**config.mk**
```make
export PLATFORM = sky130hd
export DESIGN_NAME = serial_sub
export DESIGN_NICKNAME = d
export VERILOG_FILES = /design/src/rtl/serial_sub.sv
export SDC_FILE = /design/constraint.sdc
export NUM_CORES = 1
export LEC_CHECK = 0
export ABC_AREA = 1
export CORE_MARGIN = 1
export CORE_UTILIZATION = 30
export DETAILED_ROUTE_END_ITERATION = 10
export GPL_TIMING_DRIVEN = 1
export HOLD_SLACK_MARGIN = 0.02
export RECOVER_POWER = 100
export SETUP_SLACK_MARGIN = 0.2
export SKIP_LAST_GASP = 1
export SLEW_MARGIN = 20
export SYNTH_ARGS = -nofsm -noshare
export SYNTH_HDL_FRONTEND = slang
export SYNTH_SLANG_ARGS = --single-unit
```
**constraint.sdc**
```tcl
create_clock -name clk -period 1.5 [get_ports clk]
set_clock_uncertainty 0.1 [all_clocks]
set_input_delay 0.45 -clock clk [delete_from_list [all_inputs] [get_ports clk]]
set_output_delay 0.45 -clock clk [all_outputs]
set_load 0.03 [all_outputs]
```
**src/rtl/serial_sub.sv**
```systemverilog
// Bit-serial WIDTH-bit subtractor: one full-subtractor slice plus a borrow flop, LSB first.
// Define SERIAL_SUB_OVF_EN to add the registered signed-overflow output ovf.
module serial_sub #(
    parameter int WIDTH = 8
) (
    input  logic             clk,
    input  logic             rst_n,
    input  logic             start,
    input  logic [WIDTH-1:0] a,
    input  logic [WIDTH-1:0] b,
    output logic             busy,
    output logic             done,
    output logic [WIDTH-1:0] diff,
`ifdef SERIAL_SUB_OVF_EN
    output logic             ovf,
`endif
    output logic             borrow_out
);

    localparam int CW = (WIDTH > 1) ? $clog2(WIDTH) : 1;
    localparam logic [CW-1:0] LAST = CW'(WIDTH - 1);

    typedef enum logic [1:0] {
        IDLE = 2'd0,
        RUN  = 2'd1,
        DONE = 2'd2
    } state_t;

    state_t            state_reg;
    logic [CW-1:0]     cnt_reg;
    logic [WIDTH-1:0]  sa_reg;
    logic [WIDTH-1:0]  sb_reg;
    logic [WIDTH-1:0]  sd_reg;
    logic              bor_reg;
`ifdef SERIAL_SUB_OVF_EN
    logic              am_reg;
    logic              bm_reg;
`endif

    // Full-subtractor slice built from two half-subtractors and an OR.
    logic x, y, hd, hb1, hb2, d_bit, bor_next;
    assign x        = sa_reg[0];
    assign y        = sb_reg[0];
    assign hd       = x ^ y;
    assign hb1      = ~x & y;
    assign hb2      = ~hd & bor_reg;
    assign d_bit    = hd ^ bor_reg;
    assign bor_next = hb1 | hb2;

    always_ff @(posedge clk or negedge rst_n) begin
        if (!rst_n) begin
            state_reg  <= IDLE;
            cnt_reg    <= '0;
            sa_reg     <= '0;
            sb_reg     <= '0;
            sd_reg     <= '0;
            bor_reg    <= 1'b0;
            busy       <= 1'b0;
            done       <= 1'b0;
            diff       <= '0;
            borrow_out <= 1'b0;
`ifdef SERIAL_SUB_OVF_EN
            am_reg     <= 1'b0;
            bm_reg     <= 1'b0;
            ovf        <= 1'b0;
`endif
        end else begin
            done <= 1'b0;
            case (state_reg)
                IDLE: begin
                    if (start) begin
                        sa_reg    <= a;
                        sb_reg    <= b;
                        bor_reg   <= 1'b0;
                        cnt_reg   <= '0;
                        busy      <= 1'b1;
                        state_reg <= RUN;
`ifdef SERIAL_SUB_OVF_EN
                        am_reg    <= a[WIDTH-1];
                        bm_reg    <= b[WIDTH-1];
`endif
                    end
                end
                RUN: begin
                    sa_reg  <= sa_reg >> 1;
                    sb_reg  <= sb_reg >> 1;
                    sd_reg  <= {d_bit, sd_reg[WIDTH-1:1]};
                    bor_reg <= bor_next;
                    cnt_reg <= cnt_reg + 1'b1;
                    // The result registers take the final bit directly so done lands in DONE.
                    if (cnt_reg == LAST) begin
                        state_reg  <= DONE;
                        done       <= 1'b1;
                        diff       <= {d_bit, sd_reg[WIDTH-1:1]};
                        borrow_out <= bor_next;
`ifdef SERIAL_SUB_OVF_EN
                        ovf        <= (am_reg != bm_reg) && (d_bit != am_reg);
`endif
                    end
                end
                DONE: begin
                    busy      <= 1'b0;
                    state_reg <= IDLE;
                end
                default: begin
                    busy      <= 1'b0;
                    state_reg <= IDLE;
                end
            endcase
        end
    end

endmodule

```
After elaboration in Yosys (flattened, before gate mapping)
Index checks and enable logic that the tools add are counted.
- $add $sub $neg: 1
- equality and inequality tests: 4
- muxes and demuxes: 15
- bitwise gates (word level): 8
- reductions and logical operators: 6
- operators by type and width (cell ; number):
    $pmux 8 s2 ; 2
    $mux 8 ; 2
    $reduce_and 2->1 ; 4
    $pmux 3 s2 ; 1
    $mux 1 ; 4
    $mux 2 ; 2
    $ne 2x2->1 const B ; 2
    $pmux 1 s2 ; 2
    $pmux 2 s2 ; 1
    $add 3x1->3 const B ; 1
    $eq 3x3->1 const B ; 1
    $mux 3 ; 1
    $not 1->1 ; 3
    $and 1x1->1 ; 2
    $eq 2x1->1 const B ; 1
    $logic_not 2->1 ; 1
    $reduce_bool 2->1 ; 1
    $xor 1x1->1 ; 2
    $or 1x1->1 ; 1
- flip-flop bits (word level): 41
- input port bits: 19
- output and inout bits: 11

Logic depth before layout (Yosys ltp)
Gate-level depths: netlist of run 1.
- depth after elaboration: 5
- gate-level depth with buffers: 7

Least setup slack after synthesis of run 1
OpenSTA, ideal clock, no wires.
- path type: flip-flop to flip-flop
- start: reg cnt_reg[0]
- end: reg diff[0]
- library setup time: 65 ps
- arrival: 1153 ps
- data required time: 1335 ps
- setup slack: 181 ps
- stages on the path, launching flop included: 7
- buffers on the path: 1
- period minus slack after synthesis: 1319 ps
- path through: dfrtp_1 -> ha_1 -> ha_1 -> nand2_4 -> buf_6 -> nand2_1 -> nand2_1
- cells in the longest elaborated chain, start to end: 2
- ends and longest elaborated chain (item ; RTL line ; text):
    start, declared ; 30 ; logic [CW-1:0] cnt_reg;
    start signal, assigned ; 89 ; cnt_reg <= cnt_reg + 1'b1;
    $eq 3x3->1 ; 91 ; if (cnt_reg == LAST) begin
    $reduce_and 2->1 (no source line) ; - ;
    end signal, assigned ; 94 ; diff <= {d_bit, sd_reg[WIDTH-1:1]};
    end, declared ; 13 ; output logic [WIDTH-1:0] diff,
Every way passes these cells.
A chain may end at the register's enable or synchronous reset.

Worst setup path in the final report of run 1
- start: reg diff[0]
- end: out diff[0]
No word-level cell between the ends.

==> out/results.env, run 1 <==
STATUS='finished, final reports clean'
RR_WORST_DEPTH=6
IO_BUFFERS=29
ANTENNA_LEFT=0
CRIT-REG2REG-LAUNCH='state_reg[1]$_DFFE_PN0P_'
GATE_FAMILY_RESPONSIBLE_FOR_THE_MOST_DELAY_ALONG_THE_WORST_PATH='flip-flops'
ROUTABILITYCONGESTION=0.716
TIMING.FINAL.SETUP_VIOLATIONS=0
SEQUENTIAL_SHARE_OF_THE_SYNTHESIZED_AREA_PCT=54.2
SYNTH.MUX.AREA_FRACTION_PCT=0
GRT-OVFL-TOTAL=0
CRITICAL_PATH.MAX_FANOUT=2
DRIVE_GT1_SHARE_PCT=22.6
HOLD_VIOL=0
FINALMAXSLEWVIOLATIONS=0
TIMING.REG2REG.SETUP_SLACK_NS=0.11
CRITPATHREQUIREDTIME_NS=0.95
INSTANCES_NO_FILL=332
WORSTPATHCELLLIST='clkbuf_2'
DR.PASS1.ITERS=4
UTILIZATION_PCT=40.4
DRT-VIAS-PER-INSTANCE=4.58
WORSTMARGINPINSLEW_NS=0.988
CTS-HTREE-LEVELS=2
GRT_START_MAX_NET_PINS=41
POSTSYNTHCELLCOUNT=211
DR.FIRST_ITER.DRC_COUNT=128
CP-END-KIND='output pin'
INITIAL_CORE_UTIL_PCT=31.2
COUNT_OF_MAXIMUM_CAPACITANCE_VIOLATIONS=0
YOSYS_WARN_COUNT=0
SYNTHXORXNORAREAFRAC_PCT=0
CLOCK_TREE.ROOT_CELL='sky130_fd_sc_hd__clkbuf_8'
WORST_PATH_LARGEST_CELL_DELAY_NS=0.39
ANTENNA_FOUND_INITIAL=0
LEAKAGE_uW=0.00125
TIMING.CRITICAL_PATH.SLOWEST_STAGE_CELL='sky130_fd_sc_hd__dfrtp_1'
TIMING_ENDPOINT_OF_THE_CRITICAL_PATH='diff[0]'
NUM-NETS-FINAL=279
CORE-AREA_UM2=5920
FIRST_PASS_GRT_WIRE_LENGTH_UM=6510
CLOCK.FMAX_MHz=706
CTS-ROOT-TO-SINK-BUFFERS=2
CTS_TREE='yes'
SETUP_REPAIR_AFTER_GLOBAL_ROUTING_MISSED_ITS_MARGIN='true'
CLOCK_SINK_COUNT=40
DRC_ERRORS=0
MAPPEDNETLISTNETS=233
ANTENNA_CELLS=0
YOSYS.AREA_SHARE.SIMPLE_PCT=29.0
CLOCK_INSERTION_DELAY_WORST_SKEW_NS=0.29
DRT-TOTAL-WL_UM=4050
PLACEMENT_ROWS=28
NETLIST_AREA_UM2=1850
TRITONCTS.NUM_BUFFERS=5
AREA_DELTA_SYNTH_FINAL_PCT=29.5
CP_NUM_BUF_INV=1
POWER_DENSITY_nW_PER_UM2=2010
TOP_LEVEL_PORTS=30
STAGES_ON_WORST_SETUP_PATH=1
CRITPATHLAUNCHTYPE='register'
WL_PER_CELL_UM=12.2
FIRST_GLOBAL_VIAS=1358
DETAILROUTE.VIA_COUNT=1519
SYNTH_AREA_PER_CELL_UM2=8.76
DIE-AREA_UM2=6480
RELATIVE_SLEW_SLACK_PCT=34.2
POST_SYNTH_NUM_CELL_TYPES=18
RR_ENDPOINT='sb_reg[5]$_DFFE_PN0P_'
FLOORPLAN.DIE.WIDTH_UM=80.5
PLACE.DETAILED.INSTANCES=311
SYNTH_COMPOUND_GATE_AREA_SHARE_PCT=6.50
WORST_HOLD_CLASS='input port to asynchronous set/reset pin'
TIMING.CRITICAL_PATH.FROM='diff[0]$_DFFE_PN0P_'
FLOORPLAN.DIE.HEIGHT_UM=80.5
CTS.REPORTEDPATHS.CLKPINSLEW_NS=0.08
LAYOUT_MIN_CYCLE_TIME_NS=1.42
FINAL.PERIOD_UTILIZATION_PCT=94.5
CRITPATHKIND='register to output pin'
LARGEST_VOLTAGE_DROP_ON_THE_VDD_NET_mV=0.542
YOSYS.AREA_SHARE.ADDER_PCT=2.44
GRT_USE_TOTAL_PCT=13.3
CRITICAL_PATH_ARRIVAL_NS=0.87
HPWLAFTERDP_UM=2380
DOMINANT_COMBINATIONAL_CELL_FAMILY_BY_AREA_AFTER_SYNTHESIS='simple AND/OR/NAND/NOR gates'
FILLERS=617
SYNTH.FF_LATCH_COUNT=40
## cell type report
type	instances	area (um2)	area share (%)
Clock inverter	1	5.00	0.209
Multi-Input combinational cell	147	759	31.7
Tap cell	75	93.8	3.92
Timing Repair Buffer	49	408	17.1
Clock buffer	6	72.6	3.03
Inverter	14	52.6	2.20
Sequential cell	40	1000	41.8
## placed cells by master (no fill, tap or decap), types with 2 or more instances in the layout
cell type                          n
sky130_fd_sc_hd__buf_4            11
sky130_fd_sc_hd__buf_6             3
sky130_fd_sc_hd__nand2_1          79
sky130_fd_sc_hd__nand2_2           6
sky130_fd_sc_hd__dfrtp_1          40
sky130_fd_sc_hd__nand3_1          33
sky130_fd_sc_hd__nand2_4           3
sky130_fd_sc_hd__clkbuf_2         12
sky130_fd_sc_hd__nand2_8           2
sky130_fd_sc_hd__inv_2             2
sky130_fd_sc_hd__o21ai_0          13
sky130_fd_sc_hd__inv_1            12
sky130_fd_sc_hd__clkbuf_1          2
sky130_fd_sc_hd__buf_2             3
sky130_fd_sc_hd__clkbuf_8          5
sky130_fd_sc_hd__clkdlybuf4s50_1  16
sky130_fd_sc_hd__o21ai_2           4
## kinds of logic after synthesis
group                      Yosys count
DFF                                 40
AOI/OAI and AO/OA                   18
and+or+nand+nor                    124
buffers and inverters               26
adders and majority gates            3
## cell usage after synthesis
| library cell | instances | area [um2] |
|---|---|---|
| sky130_fd_sc_hd__fa_1 | 1 | 20.0 |
| sky130_fd_sc_hd__nor2_4 | 1 | 11.3 |
| sky130_fd_sc_hd__nand3_1 | 33 | 165 |
| sky130_fd_sc_hd__inv_1 | 12 | 45.0 |
| sky130_fd_sc_hd__nand2_4 | 2 | 22.5 |
| sky130_fd_sc_hd__buf_6 | 4 | 45.0 |
| sky130_fd_sc_hd__buf_2 | 5 | 25.0 |
| sky130_fd_sc_hd__o21ai_2 | 8 | 70.1 |
| sky130_fd_sc_hd__inv_2 | 2 | 7.51 |
| sky130_fd_sc_hd__dfrtp_1 | 40 | 1000 |
| sky130_fd_sc_hd__nor2_1 | 1 | 3.75 |
| sky130_fd_sc_hd__nand2_1 | 84 | 315 |
| sky130_fd_sc_hd__a21oi_1 | 1 | 5.00 |
| sky130_fd_sc_hd__buf_4 | 3 | 22.5 |
| sky130_fd_sc_hd__nor2_2 | 1 | 6.26 |
| sky130_fd_sc_hd__ha_1 | 2 | 25.0 |
| sky130_fd_sc_hd__o21ai_0 | 9 | 45.0 |
| sky130_fd_sc_hd__nand2_2 | 2 | 12.5 |
## how the worst min path moves through the flow
stage / start / to / cells after the start
global route: rst_n / diff[2]$_DFFE_PN0P_ / 2
CTS: rst_n / diff[2]$_DFFE_PN0P_ / 2
detailed placement: rst_n / diff[4]$_DFFE_PN0P_ / 2
floorplan: rst_n / bor_reg$_DFFE_PN0P_ / 0
finish: rst_n / sa_reg[2]$_DFFE_PN0P_ / 2
global placement: rst_n / diff[3]$_DFFE_PN0P_ / 2
## per-stage QoR
step / cell area [um2] / power (uW) / setup slack [ns] / setup TNS [ns] / hold WS [ns]
6_report: 2390 / 4820 / 0.0832 / 0 / 0.297
5_1_grt: 2390 / 5240 / 0.0417 / 0 / 0.388
4_1_cts: 2330 / 4700 / 0.103 / 0 / 0.0213
3_5_place_dp: 2180 / 3830 / -0.129 / -1.91 / 0.339
3_3_place_gp: 2180 / 3800 / -0.117 / -1.86 / 0.337
2_1_floorplan: 1850 / 3320 / 0.201 / 0 / 0.0544
## layer usage
metal	GRT usage (%)	wire length (um)	up-vias
met5	0	0	-
met4	5.89	68	0
met3	3.75	154	7
met2	20.0	1840	25
met1	17.6	1980	725
li1	-	-	762
## power breakdown
group	total [uW]	internal [uW]	switching, uW
Combinational	2350	957	1390
Clock	680	316	363
Sequential	1790	1530	254
## what timing repair did
action / CTS / global route
gates resized for setup: 18 / 25
hold buffers: 0 / 0
endpoints found under the setup margin: 31 / 36
setup buffers: 1 / 9
pin swaps: 3 / 4
cloned: 1 / 3
(Power assumes the default switching activity.)
==> run 2: changes to the inputs <==
Settings changed: SLEW_MARGIN 20 to 5.
Clock period 1.5 ns to 1.4 ns, I/O delays scaled along.
==> run 2 against run 1 <==
Compared with the run above: register-to-register slack worse by 0.09 ns; utilization is 12 points higher; clock-buffer cell count stayed put; largest power group unchanged; setup slack worse by 0.079 ns; power is 44% higher; final area is 30% higher.
==> out/results.env, run 2 (same netlist as run 1, synthesis figures left out) <==
CP-END-KIND='output pin'
FIRST_GLOBAL_VIAS=1749  # +29%
DRT-VIAS-PER-INSTANCE=4.72  # +3.2%
INSTANCES_NO_FILL=356  # +7.2%
GRT_USE_TOTAL_PCT=17.5  # +4.2 points
DETAILROUTE.VIA_COUNT=1681  # +11%
TOP_LEVEL_PORTS=30  # unchanged
FLOORPLAN.DIE.HEIGHT_UM=80.5  # unchanged
TIMING.CRITICAL_PATH.SLOWEST_STAGE_CELL='sky130_fd_sc_hd__dfrtp_1'
HPWLAFTERDP_UM=2420  # +1.5%
CLOCK_INSERTION_DELAY_WORST_SKEW_NS=0.31  # +0.02 ns
TRITONCTS.NUM_BUFFERS=5  # unchanged
DR.FIRST_ITER.DRC_COUNT=163  # +27%
CLOCK_POWER_SHARE_PCT=12.0  # -2.1 points
ROUTABILITYCONGESTION=0.735  # +2.7%
COUNT_OF_MAXIMUM_CAPACITANCE_VIOLATIONS=0  # unchanged
WORSTPATHCELLLIST='buf_6'
FINAL.PERIOD_UTILIZATION_PCT=99.7
CRITPATHLAUNCHTYPE='register'
LARGEST_VOLTAGE_DROP_ON_THE_VDD_NET_mV=0.913  # +68%
CLOCK_SINK_COUNT=40  # unchanged
DRIVE_GT1_SHARE_PCT=49.5  # +27 points
ANTENNA_FOUND_INITIAL=0  # unchanged
WORSTMARGINPINSLEW_NS=0.555  # -0.433 ns
WORST_HOLD_CLASS='register to register'
SEQ_POWER_SHARE_PCT=29.1  # -8.0 points
GRT-OVFL-TOTAL=0  # unchanged
FIRST_PASS_GRT_WIRE_LENGTH_UM=8330  # +28%
NUM-NETS-FINAL=302  # +8.2%
FINAL_DESIGN_AREA_NO_FILL_UM2=3120  # +30%
STATUS='finished, final reports clean'
CRITICAL_PATH.MAX_FANOUT=2  # unchanged
DP_SLACK_NS=-0.219  # -0.0898 ns
CRITPATHREQUIREDTIME_NS=0.88  # -0.07 ns
LEAKAGE_uW=0.00153  # +23%
TIMING.FINAL.SETUP_VIOLATIONS=0  # unchanged
ANTENNA_CELLS=0  # unchanged
INTERNAL_POWER_COMPONENT_uW=4010  # +43%
CTS.REPORTEDPATHS.CLKPINSLEW_NS=0.08  # about the same
NET-SWITCHING-POWER_uW=2910  # +45%
SETUP_SLACK_NS=0.00421  # -0.0790 ns
POWER_DENSITY_nW_PER_UM2=2220  # +10%
CP_NUM_BUF_INV=1  # unchanged
DRT-TOTAL-WL_UM=5230  # +29%
DR.PASS1.ITERS=4  # unchanged
POWER.COMBINATIONAL.FRACTION_PCT=59.0  # +10 points
FINALMAXSLEWVIOLATIONS=0  # unchanged
RELATIVE_SLEW_SLACK_PCT=63.0  # +29 points
DRC_ERRORS=0  # unchanged
PLACEMENT_ROWS=28  # unchanged
WL_PER_CELL_UM=14.7  # +20%
TOTAL_POWER_OF_THE_FINAL_LAYOUT_uW=6920  # +44%
WORST_PATH_LARGEST_CELL_DELAY_NS=0.42  # +0.03 ns
CRITPATHKIND='register to output pin'
CTS-HTREE-LEVELS=2  # unchanged
CORE-AREA_UM2=5920  # unchanged
TOTALNEGATIVESETUPSLACK_NS=0  # unchanged
HOLD_VIOL=0  # unchanged
GATE_FAMILY_RESPONSIBLE_FOR_THE_MOST_DELAY_ALONG_THE_WORST_PATH='flip-flops'
DIE-AREA_UM2=6480  # unchanged
SETUP_REPAIR_AFTER_GLOBAL_ROUTING_MISSED_ITS_MARGIN='true'
PLACE.DETAILED.INSTANCES=313  # +0.64%
CTS-ROOT-TO-SINK-BUFFERS=2  # unchanged
FILLERS=519  # -16%
CLOCK_TREE.ROOT_CELL='sky130_fd_sc_hd__clkbuf_8'
SHARE_OF_TOTAL_POWER_CONSUMED_BY_NET_SWITCHING_PCT=42.0  # +0.28 points
PLACEDINSTANCEAREA_UM2=2260  # +3.7%
CRITICAL_PATH_ARRIVAL_NS=0.88  # about the same
FLOORPLAN.DIE.WIDTH_UM=80.5  # unchanged
GRT_START_MAX_NET_PINS=41  # unchanged
CTS_TREE='yes'
CLOCK.FMAX_MHz=716
IO_BUFFERS=29  # unchanged
MOST-COMMON-LAYOUT-CELLS='sky130_fd_sc_hd__nand2_1 (56), sky130_fd_sc_hd__dfrtp_1 (39), sky130_fd_sc_hd__buf_4 (21)'
MOSTFREQUENTLAYOUTCELL='sky130_fd_sc_hd__nand2_1'
INITIAL_CORE_UTIL_PCT=31.2  # unchanged
LAYOUT_MIN_CYCLE_TIME_NS=1.40
ANTENNA_LEFT=0  # unchanged
AREA_DELTA_SYNTH_FINAL_PCT=68.8
## run 2: changes by cell type in the layout (fill, tap and decap cells not counted), moves of 6 or more
cell	previous run	this run
sky130_fd_sc_hd__buf_16	0	6
sky130_fd_sc_hd__buf_4	11	21
sky130_fd_sc_hd__buf_6	3	13
sky130_fd_sc_hd__clkbuf_2	12	1
sky130_fd_sc_hd__nand2_1	79	56
sky130_fd_sc_hd__nand2_2	6	18
sky130_fd_sc_hd__nand2_4	3	10
sky130_fd_sc_hd__nand3_1	33	14
sky130_fd_sc_hd__nand3_2	0	17
sky130_fd_sc_hd__o21ai_0	13	0
sky130_fd_sc_hd__o21ai_2	4	13
## run 2: worst register-to-register path, delay by kind of cell (launching register included)
kind	cells	cell delay [ns]
flip-flops	1	0.39
AND/OR/NAND/NOR	4	0.37
buffers and inverters	3	0.45
## run 2: worst paths after layout
check	end	cells after the start	from	slack [ns]
hold / removal	diff[0]$_DFFE_PN0P_	2	diff[0]$_DFFE_PN0P_	0.38
setup / recovery	busy	1	busy$_DFFE_PN0P_	0.004
max in group asynchronous	state_reg[0]$_DFFE_PN0P_	3	rst_n	0.15
hold reg to reg	diff[0]$_DFFE_PN0P_	2	diff[0]$_DFFE_PN0P_	0.38
min in group asynchronous	diff[1]$_DFFE_PN0P_	3	rst_n	0.65
setup reg to reg	sa_reg[7]$_DFFE_PN0P_	7	state_reg[1]$_DFFE_PN0P_	0.02
## run 2: metal layers
layer	GRT usage [%]	up-vias	wire length [um]
li1	-	813	-
met1	20.5	822	2230
met2	29.7	33	2700
met3	3.30	13	153
met4	10.2	0	134
met5	0	-	0
## run 2: per-stage QoR
| stage | hold WS [ns] | utilization [%] |
|---|---|---|
| floorplan | 0.0244 | - |
| global placement | 0.307 | 38.2 |
| detailed placement | 0.307 | 38.2 |
| CTS | 0.394 | 50.3 |
| global route | 0.419 | 52.7 |
| finish | 0.380 | 52.7 |
## run 2: layout make-up
type	instances	area (um2)	share of cell area, %
Clock buffer	6	82.6	2.65
Clock inverter	2	10.0	0.321
Inverter	14	52.6	1.68
Multi-Input combinational cell	147	1050	33.8
Sequential cell	40	1000	32.1
Tap cell	75	93.8	3.01
Timing Repair Buffer	72	823	26.4
## run 2: power by group through the flow
| stage | sequential (uW) | clock (uW) | combinational, uW |
|---|---|---|---|
| finish | 2010 | 827 | 4080 |
| global route | 2050 | 883 | 4410 |
| CTS | 1950 | 829 | 3750 |
| detailed placement | 1940 | 0 | 2350 |
| global placement | 1930 | 0 | 2300 |
| floorplan | 2120 | 0 | 1470 |
## run 2: what timing repair did
item / 4_1_cts / 5_1_grt
hold buffers: 1 / 0
resized for setup: 68 / 74
pin swaps: 15 / 22
buffers inserted: 17 / 7
endpoints found under the hold margin: 40 / 0
gates cloned: 10 / 0
setup endpoints to repair: 50 / 51
